`src/rtl/mips_ctrl_pkg.sv`:
```
// Shared encodings for the multicycle MIPS control path: opcodes, functs,
// ALU operation codes, sequencer states and decode classes.
package mips_ctrl_pkg;

    localparam logic [5:0] OP_RTYPE = 6'h00;
    localparam logic [5:0] OP_J     = 6'h02;
    localparam logic [5:0] OP_ADDI  = 6'h08;
    localparam logic [5:0] OP_SLTI  = 6'h0A;
    localparam logic [5:0] OP_ANDI  = 6'h0C;
    localparam logic [5:0] OP_ORI   = 6'h0D;
    localparam logic [5:0] OP_LW    = 6'h23;
    localparam logic [5:0] OP_SW    = 6'h2B;

    localparam logic [5:0] FN_JR   = 6'h08;
    localparam logic [5:0] FN_ADD  = 6'h20;
    localparam logic [5:0] FN_SUB  = 6'h22;
    localparam logic [5:0] FN_SUBU = 6'h23;
    localparam logic [5:0] FN_AND  = 6'h24;
    localparam logic [5:0] FN_OR   = 6'h25;
    localparam logic [5:0] FN_NOR  = 6'h27;
    localparam logic [5:0] FN_SLT  = 6'h2A;

    localparam logic [3:0] ALU_ADD  = 4'd0;
    localparam logic [3:0] ALU_SUB  = 4'd1;
    localparam logic [3:0] ALU_AND  = 4'd2;
    localparam logic [3:0] ALU_OR   = 4'd3;
    localparam logic [3:0] ALU_NOR  = 4'd4;
    localparam logic [3:0] ALU_SLT  = 4'd5;
    localparam logic [3:0] ALU_SUBU = 4'd6;

    typedef enum logic [2:0] {
        S_IDLE, S_FETCH, S_DECODE, S_EXEC, S_MEM, S_WB, S_ERROR
    } state_e;

    typedef enum logic [2:0] {
        C_RTYPE, C_ITYPE, C_LW, C_SW, C_J, C_JR, C_ILL
    } class_e;

endpackage

```
`src/rtl/mips_instr_decoder.sv`:
```
// Combinational instruction classifier: maps opcode/funct onto a decode
// class, the ALU operation and the immediate extension mode.
module mips_instr_decoder
    import mips_ctrl_pkg::*;
(
    input  logic [5:0] opcode,
    input  logic [5:0] funct,
    output class_e     cls,
    output logic [3:0] alu_ctrl,
    output logic       imm_zext
);

    always_comb begin
        cls      = C_ILL;
        alu_ctrl = ALU_ADD;
        imm_zext = 1'b0;
        case (opcode)
            OP_RTYPE: begin
                cls = C_RTYPE;
                case (funct)
                    FN_ADD:  alu_ctrl = ALU_ADD;
                    FN_SUB:  alu_ctrl = ALU_SUB;
                    FN_SUBU: alu_ctrl = ALU_SUBU;
                    FN_AND:  alu_ctrl = ALU_AND;
                    FN_OR:   alu_ctrl = ALU_OR;
                    FN_NOR:  alu_ctrl = ALU_NOR;
                    FN_SLT:  alu_ctrl = ALU_SLT;
                    FN_JR:   cls = C_JR;
                    default: cls = C_ILL;
                endcase
            end
            OP_J:    cls = C_J;
            OP_ADDI: cls = C_ITYPE;
            OP_SLTI: begin
                cls      = C_ITYPE;
                alu_ctrl = ALU_SLT;
            end
            OP_ANDI: begin
                cls      = C_ITYPE;
                alu_ctrl = ALU_AND;
                imm_zext = 1'b1;
            end
            OP_ORI: begin
                cls      = C_ITYPE;
                alu_ctrl = ALU_OR;
                imm_zext = 1'b1;
            end
            OP_LW:   cls = C_LW;
            OP_SW:   cls = C_SW;
            default: cls = C_ILL;
        endcase
    end

endmodule

```
`src/rtl/mips_multicycle_sequencer.sv`:
```
// Multicycle MIPS sequencer: FETCH/DECODE/EXEC/MEM/WB control with a shared
// memory port and a bounded wait for the memory acknowledge.
module mips_multicycle_sequencer
    import mips_ctrl_pkg::*;
#(
    parameter int ACK_TIMEOUT = 15,
    parameter int WAIT_W      = 4
) (
    input  logic       clk,
    input  logic       reset,
    input  logic       run,
    input  logic [5:0] opcode,
    input  logic [5:0] funct,
    input  logic       mem_ack,
    output logic       mem_req,
    output logic       mem_we,
    output logic       addr_sel,
    output logic       ir_we,
    output logic       pc_we,
    output logic [1:0] pc_src,
    output logic       alu_src,
    output logic       imm_zext,
    output logic [3:0] alu_ctrl,
    output logic       reg_dst,
    output logic       reg_we,
    output logic       mem_to_reg,
    output logic       instr_done,
    output logic       illegal,
    output logic       bus_err
);

    state_e            state_q, state_d;
    class_e            cls_q, cls_d;
    logic [3:0]        alu_q, alu_d;
    logic              zext_q, zext_d;
    logic [WAIT_W-1:0] wait_q, wait_d;
    logic              illegal_q, illegal_d;
    logic              bus_err_q, bus_err_d;

    class_e     dec_cls;
    logic [3:0] dec_alu;
    logic       dec_zext;

    mips_instr_decoder u_decoder (
        .opcode   (opcode),
        .funct    (funct),
        .cls      (dec_cls),
        .alu_ctrl (dec_alu),
        .imm_zext (dec_zext)
    );

    // Memory handshake: mem_req stays high in FETCH/MEM until the cycle in
    // which mem_ack pulses; that cycle completes the access. Acks seen in
    // any other state are ignored.
    logic              in_req;
    logic [WAIT_W-1:0] wait_inc;
    logic              timeout;
    state_e            boundary;

    assign in_req   = (state_q == S_FETCH) || (state_q == S_MEM);
    assign wait_inc = wait_q + WAIT_W'(1);
    assign timeout  = in_req && !mem_ack && (wait_inc == WAIT_W'(ACK_TIMEOUT));
    assign boundary = run ? S_FETCH : S_IDLE;

    always_comb begin
        state_d   = state_q;
        cls_d     = cls_q;
        alu_d     = alu_q;
        zext_d    = zext_q;
        illegal_d = illegal_q;
        bus_err_d = bus_err_q;
        wait_d    = (in_req && !mem_ack) ? wait_inc : '0;
        case (state_q)
            S_IDLE:  if (run) state_d = S_FETCH;
            S_FETCH: begin
                if (mem_ack) begin
                    state_d = S_DECODE;
                end else if (timeout) begin
                    state_d   = S_ERROR;
                    bus_err_d = 1'b1;
                end
            end
            S_DECODE: begin
                cls_d  = dec_cls;
                alu_d  = dec_alu;
                zext_d = dec_zext;
                case (dec_cls)
                    C_J, C_JR: state_d = boundary;
                    C_ILL: begin
                        state_d   = S_ERROR;
                        illegal_d = 1'b1;
                    end
                    default:   state_d = S_EXEC;
                endcase
            end
            S_EXEC:  state_d = (cls_q == C_LW || cls_q == C_SW) ? S_MEM : S_WB;
            S_MEM: begin
                if (mem_ack) begin
                    state_d = (cls_q == C_SW) ? boundary : S_WB;
                end else if (timeout) begin
                    state_d   = S_ERROR;
                    bus_err_d = 1'b1;
                end
            end
            S_WB:    state_d = boundary;
            S_ERROR: state_d = S_ERROR;
            default: state_d = S_ERROR;
        endcase
    end

    always_ff @(posedge clk or posedge reset) begin
        if (reset) begin
            state_q   <= S_IDLE;
            cls_q     <= C_RTYPE;
            alu_q     <= ALU_ADD;
            zext_q    <= 1'b0;
            wait_q    <= '0;
            illegal_q <= 1'b0;
            bus_err_q <= 1'b0;
        end else begin
            state_q   <= state_d;
            cls_q     <= cls_d;
            alu_q     <= alu_d;
            zext_q    <= zext_d;
            wait_q    <= wait_d;
            illegal_q <= illegal_d;
            bus_err_q <= bus_err_d;
        end
    end

    // DECODE acts on the live decoder output because the class register is
    // only loaded at the end of that cycle.
    always_comb begin
        mem_req    = 1'b0;
        mem_we     = 1'b0;
        addr_sel   = 1'b0;
        ir_we      = 1'b0;
        pc_we      = 1'b0;
        pc_src     = 2'd0;
        alu_src    = 1'b0;
        imm_zext   = 1'b0;
        alu_ctrl   = ALU_ADD;
        reg_dst    = 1'b0;
        reg_we     = 1'b0;
        mem_to_reg = 1'b0;
        instr_done = 1'b0;
        case (state_q)
            S_FETCH: begin
                mem_req = 1'b1;
                ir_we   = mem_ack;
                pc_we   = mem_ack;
            end
            S_DECODE: begin
                if (dec_cls == C_J || dec_cls == C_JR) begin
                    pc_we      = 1'b1;
                    pc_src     = (dec_cls == C_J) ? 2'd1 : 2'd2;
                    instr_done = 1'b1;
                end
            end
            S_EXEC: begin
                alu_ctrl = alu_q;
                alu_src  = (cls_q != C_RTYPE);
                imm_zext = zext_q;
            end
            S_MEM: begin
                mem_req    = 1'b1;
                addr_sel   = 1'b1;
                mem_we     = (cls_q == C_SW);
                instr_done = (cls_q == C_SW) && mem_ack;
            end
            S_WB: begin
                reg_we     = 1'b1;
                reg_dst    = (cls_q == C_RTYPE);
                mem_to_reg = (cls_q == C_LW);
                instr_done = 1'b1;
            end
            default: ;
        endcase
    end

    assign illegal = illegal_q;
    assign bus_err = bus_err_q;

endmodule

```
`config.mk`:
```
export PLATFORM = sky130hd
export DESIGN_NAME = mips_multicycle_sequencer
export DESIGN_NICKNAME = d
export VERILOG_FILES = /design/src/rtl/mips_ctrl_pkg.sv /design/src/rtl/mips_instr_decoder.sv /design/src/rtl/mips_multicycle_sequencer.sv
export SDC_FILE = /design/constraint.sdc
export NUM_CORES = 1
export LEC_CHECK = 0
export BUFFER_PORTS_ARGS = -buffer_cell sky130_fd_sc_hd__buf_2
export CORE_MARGIN = 5
export CORE_UTILIZATION = 52
export CTS_CLUSTER_SIZE = 10
export DETAILED_ROUTE_END_ITERATION = 6
export PLACE_DENSITY = 0.81
export SKIP_CTS_REPAIR_TIMING = 1
export SLEW_MARGIN = 20
export SYNTH_ARGS = -nofsm -noshare
export SYNTH_HDL_FRONTEND = slang
export SYNTH_SLANG_ARGS = --single-unit
```
`constraint.sdc`:
```
create_clock -name clk -period 2.7 [get_ports clk]
set_input_delay 0.81 -clock clk [delete_from_list [all_inputs] [get_ports clk]]
set_output_delay 0.81 -clock clk [all_outputs]
set_load 0.02 [all_outputs]
```
# == After elaboration in Yosys (flattened, before gate mapping) ==
# Cells that the tools add are included.
# word_totals
register_bits,17
latch_bits,0
mem_bits_rw,0
rom_bits,0
input_bits,16
out_inout_bits,19
word_cells,85
mem_count,0
# classes
n_addsub,1
mul,0
div_mod_pow,0
magnitude_cmp,0
eq_ne,27
n_shift,0
n_mux,31
bitwise_logic,1
n_reduce_logical,18
# op_table
operator,count
"equality test 6 bit, second input constant",9
case mux 3 bit (6 select lines),2
"equality test 6 x 4 -> 1 bit, second input constant",5
case mux 4 bit (4 select lines),1
"equality test 3 bit, second input constant",5
two-way mux 3 bit,5
case mux 3 bit (5 select lines),1
two-way mux 1 bit,13
"equality test 3 x 2 -> 1 bit, second input constant",4
case mux 3 bit (2 select lines),2
two-way mux 4 bit,2
OR reduction 7 bit,1
"equality test 6 x 2 -> 1 bit, second input constant",1
zero test 3 bit,2
zero test 6 bit,1
two-way mux 2 bit,3
OR reduction 2 bit,3
"adder 4 x 1 -> 4 bit, second input constant",1
"equality test 4 bit, second input constant",1
OR reduction 4 bit,1
"equality test 3 x 1 -> 1 bit, second input constant",1
logical AND 1 bit,3
logical OR 1 bit,3
case mux 1 bit (3 select lines),1
7 further kinds,7

# == Depth between registers and ports, before layout ==
# Gate-level depths: netlist (run 1).
# logic_depth
depth_word,8
ltp_mapped,5
depth_no_buf,5

# == Modules after synthesis ==
# From an unflattened synthesis (run 1), not the netlist that was laid out.
# hier_totals
cells_unflattened,147
area_unflattened_um2,1312.5
# modules_own_cells
module,n_inst,cells_each,area_each_um2
mips_multicycle_sequencer,1,100,993.5
mips_instr_decoder,1,47,319.1

# == Worst setup path after synthesis (run 1) ==
# No wires, ideal clock.
# synth_timing
path_type,input-to-output
startpoint,input port funct[3]
endpoint,output port pc_src[0]
t_arrival_ns,2.142
slack_ns,-0.252
stages,4
cell_sequence,o21bai_1 > a2111oi_4 > o311ai_2 > a211oi_1
# synth_via
elab_chain_cells,8
word_cells_on_any_way,17
classes_between,10 x eq/ne; 5 x mux; 2 x reduce/logical
# synth_lines
item,line_no,rtl
start: declaration,mips_multicycle_sequencer.sv:13,"input logic [5:0] funct,"
equality test 6 bit,mips_instr_decoder.sv:20,case (funct)
OR reduction 7 bit (no line),-,
case mux 3 bit (2 select lines) (*),mips_instr_decoder.sv:20,
case mux 3 bit (5 select lines) (*),mips_instr_decoder.sv:17,case (opcode)
"equality test 3 bit, on equally long branches","mips_multicycle_sequencer.sv:154, mips_multicycle_sequencer.sv:156",
two-way mux 2 bit / logical OR 1 bit (equally long branches),"mips_multicycle_sequencer.sv:156, mips_multicycle_sequencer.sv:154",
two-way mux 2 bit (*),mips_multicycle_sequencer.sv:154,if (dec_cls == C_J || dec_cls == C_JR) begin
two-way mux 2 bit (*),mips_multicycle_sequencer.sv:147,case (state_q)
end: declaration,mips_multicycle_sequencer.sv:20,"output logic [1:0] pc_src,"
# Mark *: on every way between the ends. The rest lies on a longest branch, timed or not.

# == Worst setup path after layout (run 1) ==
# layout_timing
startpoint,input port funct[0]
endpoint,output port pc_src[1]
# The elaborated chain is that of the path after synthesis.

==> flow_summary.toml, run 1 <==
[run_status]
status = "complete, but fails checks"
violations = "setup timing"

[setup_path]
start_kind = "input pin"
slowest_stage = "nor4_4"
end_kind = "primary output"
path_class = "in -> out"
reg2regPathDepth = 5
cp.arrival_ns = 2.13
setup.worst_path.end = "pc_src[1]"
critical_path.most_common_cell = "buf_6"
slowest_delay_ns = 0.30
r2r-start = "state_q[1]"
r2r_end = "state_q[0]"
critical_path_peak_fanout = 5
startpoint = "funct[0]"
reg2reg_slack_ns = 0.95
critical_path.cell_chain = "buf_6 -> nor4_4 -> a31oi_1 -> a21o_1 -> buf_12 -> a211oi_4 -> buf_6"
required_ns = 1.89

[sta]
drv_slew = 0
worst_hold_slack_ns = 0.4899
fmax_mhz = 339.9
setup_tns_ns = -0.8860
finalHoldViolations = 0
rsz0062_at_grt = "true"
slew_headroom = 0.5857
worst_pin_slew_ns = 0.6208
fin_crit_ns = 2.942
setup_ws_ns = -0.2420
finalClockSkew_ns = 0.005688
min_period_over_period = 1.090
setup_viol = 4

[finish]
nets = 228
area_delta_synth_final_pct = 53.89
final_common_cell = "buf_4"
nFillCells = 136
post-route-util = 0.8557
layout_common_cells = "buf_4, buf_2, dfrtp_1, inv_1, buf_6"
final_cells = 236
diodes = 0
final_cell_area_um2 = 1929
multi_input_area_um2 = 930.9
drive_gt1_frac = 0.4567
register_area_um2 = 400.4

[global_route]
grt_pass1_vias = 1381
gr-usage-all-layers = 0.2266
antenna_found_initial = 0
grt_max_degree = 17
gr-total-overflow = 0
grt_pass1_wl_um = 6134

[job]
maxCapViolations = 0

[die]
die_area_um2 = 3493
placementRows = 17
die_h_um = 59.10
die_w_um = 59.10
ios = 35
initial_utilization = 0.5560
core_um2 = 2255

[placement]
place.gp.congestion = 0.8528
dpl-instance-area_um2 = 1748
dpl_worst_slack_ns = -0.3449
port_buffers = 33
hpwl_um = 2984
placed_cells = 231

[synth]
syn_inst = 143
synth_flop_cell = "dfrtp_1"
post_synth.cell_area_avg_um2 = 8.767
synth.net_count = 161
synth-seq-area-share = 0.3194
ys_warn_count = 0
ys_types = 48
ys_ff_latch = 16
synth_edf_count = 0
async_reset_ff_frac = 1.000
netlist_area_um2 = 1254

[power]
powerDensity_nw_per_um2 = 664.4
ir_drop_mv = 0.7316
finalPower_mw = 1.282
leakage_nw = 0.8934

[clock_network]
cts_tree = "done"
path_clk_slew_ns = 0.09
numCtsBuffers = 3
cts_root_buffer = "clkbuf_4"
htreeDepth = 1
clock_sinks = 16
cts_buffer_depth = 2
worstSkewPairLatency_ns = 0.29

[detailed_routing]
wl_um = 4480
vias = 1488
firstDrtPassIters = 4
drt_iter0_markers = 95
drc_errors = 0
wl_per_cell_um = 18.98
drt-vias-per-instance = 6.305
postRouteAntennaNets = 0

[worst_hold_path]
min_path_type = "reg -> reg"
## synth_stat cells, drive strengths merged, types with 4 or more instances
cell | n | area share
a21o | 4 | 0.024
nor2 | 7 | 0.021
a22oi | 4 | 0.024
inv | 9 | 0.027
o21ai | 4 | 0.016
a31oi | 4 | 0.020
nand2 | 7 | 0.021
and3 | 6 | 0.031
o21a | 4 | 0.024
dfrtp | 16 | 0.32
nor3 | 4 | 0.025
nor2b | 10 | 0.050
nand2b | 5 | 0.025
nand3 | 4 | 0.016
## worst min path at each step
stage	start	to	slack [ns]	cells past startpoint
6_report	bus_err	bus_err	0.49	1
5_1_grt	bus_err	bus_err	0.50	1
4_1_cts	illegal	illegal	0.47	1
3_5_place_dp	illegal	illegal	0.45	1
3_3_place_gp	illegal	illegal	0.44	1
2_1_floorplan	zext_q	zext_q	0.44	2
## critical path: cells and delay by family
family | cells | cell delay, ns
and+or+nand+nor | 1 | 0.30
buffers and inverters | 3 | 0.39
AOI/OAI and AO/OA | 3 | 0.63
## sequential cells by signal, summed over array words and instances (netlist names)
name     cells
bus_err      1
alu_q        3
illegal      1
zext_q       1
wait_q       4
state_q      3
cls_q        3
## cell families (layout without fill, tap and decap cells)
kind of cell	Yosys count	after routing	share of synthesized area
AO/OA/AOI/OAI	44	44	0.2834
XOR/XNOR	3	3	0.02096
adder cells (fa/ha/maj)	2	2	0.01996
buffers and inverters	14	79	0.04691
flip-flops	16	16	0.3194
multiplexers	1	1	0.008981
other	1	1	0.002991
AND/OR/NAND/NOR	62	62	0.2974
## final cells by class
cell class | count | share of cell area
clock buffer | 3 | 0.01167
inverter | 9 | 0.01751
multi-input combinational | 113 | 0.4825
timing repair buffer | 67 | 0.2626
tap | 28 | 0.01816
sequential | 16 | 0.2075
## metal layers
metal,vias up,global-route usage,share of wire
met5,-,0,0
met4,0,0.06796,0.021
met3,10,0.04575,0.095
met2,98,0.4101,0.49
met1,712,0.2667,0.39
li1,668,-,-
## power breakdown
| group | internal, mW | total (mW) | switching (mW) |
|---|---|---|---|
| logic | 0.324 | 0.748 | 0.423 |
| registers | 0.330 | 0.408 | 0.0775 |
| clock network | 0.0519 | 0.127 | 0.0747 |
Note: power is estimated with default switching activity, not from simulation.
==> inputs of run 2 (changes only) <==
Settings changed: GPL_ROUTABILITY_DRIVEN set to 1, SETUP_SLACK_MARGIN set to 0.5.
==> run 2 against run 1 <==
  * Worst setup slack got worse by 0.084 ns
  * Sequential share of layout area decreased by 1.3 points
  * Core utilization increased by 5.8 points
  * First-iteration DRC count increased by 24%
  * Clock-buffer cell count increased by 1
  * Register-to-register slack got worse by 0.08 ns
  * Non-clock buffer count unchanged
  * Die area unchanged
  * The flow still finishes with violations (setup timing)
  * Via count increased by 2.3%
  * Total power increased by 18%
  * Flip-flop and latch count unchanged
==> flow_summary.toml, run 2 (synthesis results as in run 1) <==
[finish]
final_common_cell = "buf_4"
regMostFlops = "wait_q"
layout_common_cells = "buf_4, dfrtp_1, buf_2, buf_6, nor2b_1"
drive_gt1_frac = 0.5263
nFillCells = 83
diodes = 0
final_cells = 237
largest_register_ffs = 4
area_delta_synth_final_pct = 64.37
nets = 228

[power]
clkPwrFrac = 0.108
leakage_nw = 0.9105
p_comb_frac = 0.617
power_frac_seq = 0.275
powerDensity_nw_per_um2 = 734.0
p_int_mw = 0.8511
sw_frac_of_total = 0.4373
power.switching_mw = 0.6614
ir_drop_mv = 0.7777

[sta]
fin_crit_ns = 3.026
fmax_mhz = 330.4
min_period_over_period = 1.121
finalClockSkew_ns = 0.01286
drv_slew = 0
setup_viol = 4
rsz0062_at_grt = "true"
finalHoldViolations = 0
setup_ws_ns = -0.3265
worst_pin_slew_ns = 0.6382
slew_headroom = 0.5741

[clock_network]
path_clk_slew_ns = 0.09
cts_tree = "done"
clock_sinks = 16
cts_root_buffer = "clkbuf_4"
cts_buffer_depth = 2
worstSkewPairLatency_ns = 0.30
numCtsBuffers = 3
htreeDepth = 1

[setup_path]
path_class = "in -> out"
slowest_stage = "o311ai_4"
start_kind = "input pin"
end_kind = "primary output"
slowest_delay_ns = 0.47
required_ns = 1.89
critical_path_peak_fanout = 5
cp.arrival_ns = 2.22
critical_path.cell_chain = "buf_6 -> buf_6 -> o21bai_4 -> a2111oi_4 -> buf_4 -> o311ai_4 -> a22oi_2 -> buf_4"

[placement]
placed_cells = 230
hpwl_um = 2922
dpl_worst_slack_ns = -0.4068
port_buffers = 33
place.gp.congestion = 0.8863

[detailed_routing]
drt_iter0_markers = 118
drt-vias-per-instance = 6.422
firstDrtPassIters = 5
postRouteAntennaNets = 0
drc_errors = 0
vias = 1522
wl_um = 4793
wl_per_cell_um = 20.22

[die]
initial_utilization = 0.5560
core_um2 = 2255
die_w_um = 59.10
die_h_um = 59.10
ios = 35
die_area_um2 = 3493
placementRows = 17

[run_status]
violations = "setup timing"
status = "complete, but fails checks"

[job]
maxCapViolations = 0

[global_route]
grt_pass1_wl_um = 6009
gr-total-overflow = 0
gr-usage-all-layers = 0.2228
grt_max_degree = 17
grt_pass1_vias = 1365
antenna_found_initial = 0

[worst_hold_path]
min_path_type = "reg -> reg"
==> run 2: cell types whose count changed in the layout (fill, tap and decap cells not counted), moves of 2 or more <==
| cell | change |
|---|---|
| buf_6 | +7 |
| inv_1 | -2 |
| and3_1 | -4 |
| nor3_1 | -2 |
| and3_4 | +4 |
| nor2b_2 | -2 |
| nor3_2 | +2 |
| nor2_2 | +2 |
| nor2b_4 | +2 |
| inv_2 | +2 |
| buf_2 | -7 |
==> run 2: critical path: cells and delay by family <==
kind / cells / cell delay, ns
AOI/OAI and AO/OA: 4 / 0.84
buffers and inverters: 4 / 0.55
==> run 2: routing by layer <==
metal	share of wire	wire, um	vias up	GRT usage
met5	0	0	-	0
met4	0.048	229	0	0.1003
met3	0.084	404	20	0.01743
met2	0.50	2420	96	0.3975
met1	0.36	1738	740	0.2705
li1	-	-	666	-
==> run 2: per-stage QoR <==
stage / power (mW) / TNS (ns) / hold WS, ns / cell area [um^2] / util
5_1_grt: 1.598 / -1.293 / 0.4891 / 2061 / 0.9140
3_3_place_gp: 1.048 / -1.250 / 0.4414 / 1747 / 0.7747
4_1_cts: 1.239 / -1.523 / 0.4628 / 1783 / 0.7908
3_5_place_dp: 1.080 / -1.521 / 0.4419 / 1747 / 0.7747
6_report: 1.512 / -1.127 / 0.4572 / 2061 / 0.9140
2_1_floorplan: 0.8528 / -0.2287 / 0.4423 / 1326 / -
==> run 2: worst paths after layout <==
path | startpoint | endpoint | slack [ns] | depth (start not counted)
setup / recovery | funct[2] | pc_we | -0.33 | 8
hold / removal | illegal | illegal | 0.46 | 1
setup reg to reg | state_q[1] | state_q[0] | 0.87 | 5
hold reg to reg | illegal | illegal | 0.46 | 1
max in group asynchronous | reset | wait_q[0] | 1.70 | 2
min in group asynchronous | reset | alu_q[0] | 0.58 | 2
==> run 2: power groups by stage <==
stage               clock (mW)  sequential (mW)  combinational (mW)
CTS                      0.159            0.396               0.684
global placement             0            0.395               0.653
floorplan                    0            0.398               0.455
detailed placement           0            0.401               0.679
finish                   0.163            0.416               0.933
global route             0.183            0.423               0.992
==> run 2: area by class of cell <==
type                       instances  area (um^2)  share of cell area
multi-input combinational        113         1012              0.4912
timing repair buffer              67        543.0              0.2635
sequential                        16        400.4              0.1943
clock buffer                       4        36.28             0.01761
tap                               28        35.03             0.01700
inverter                           9        33.78             0.01639
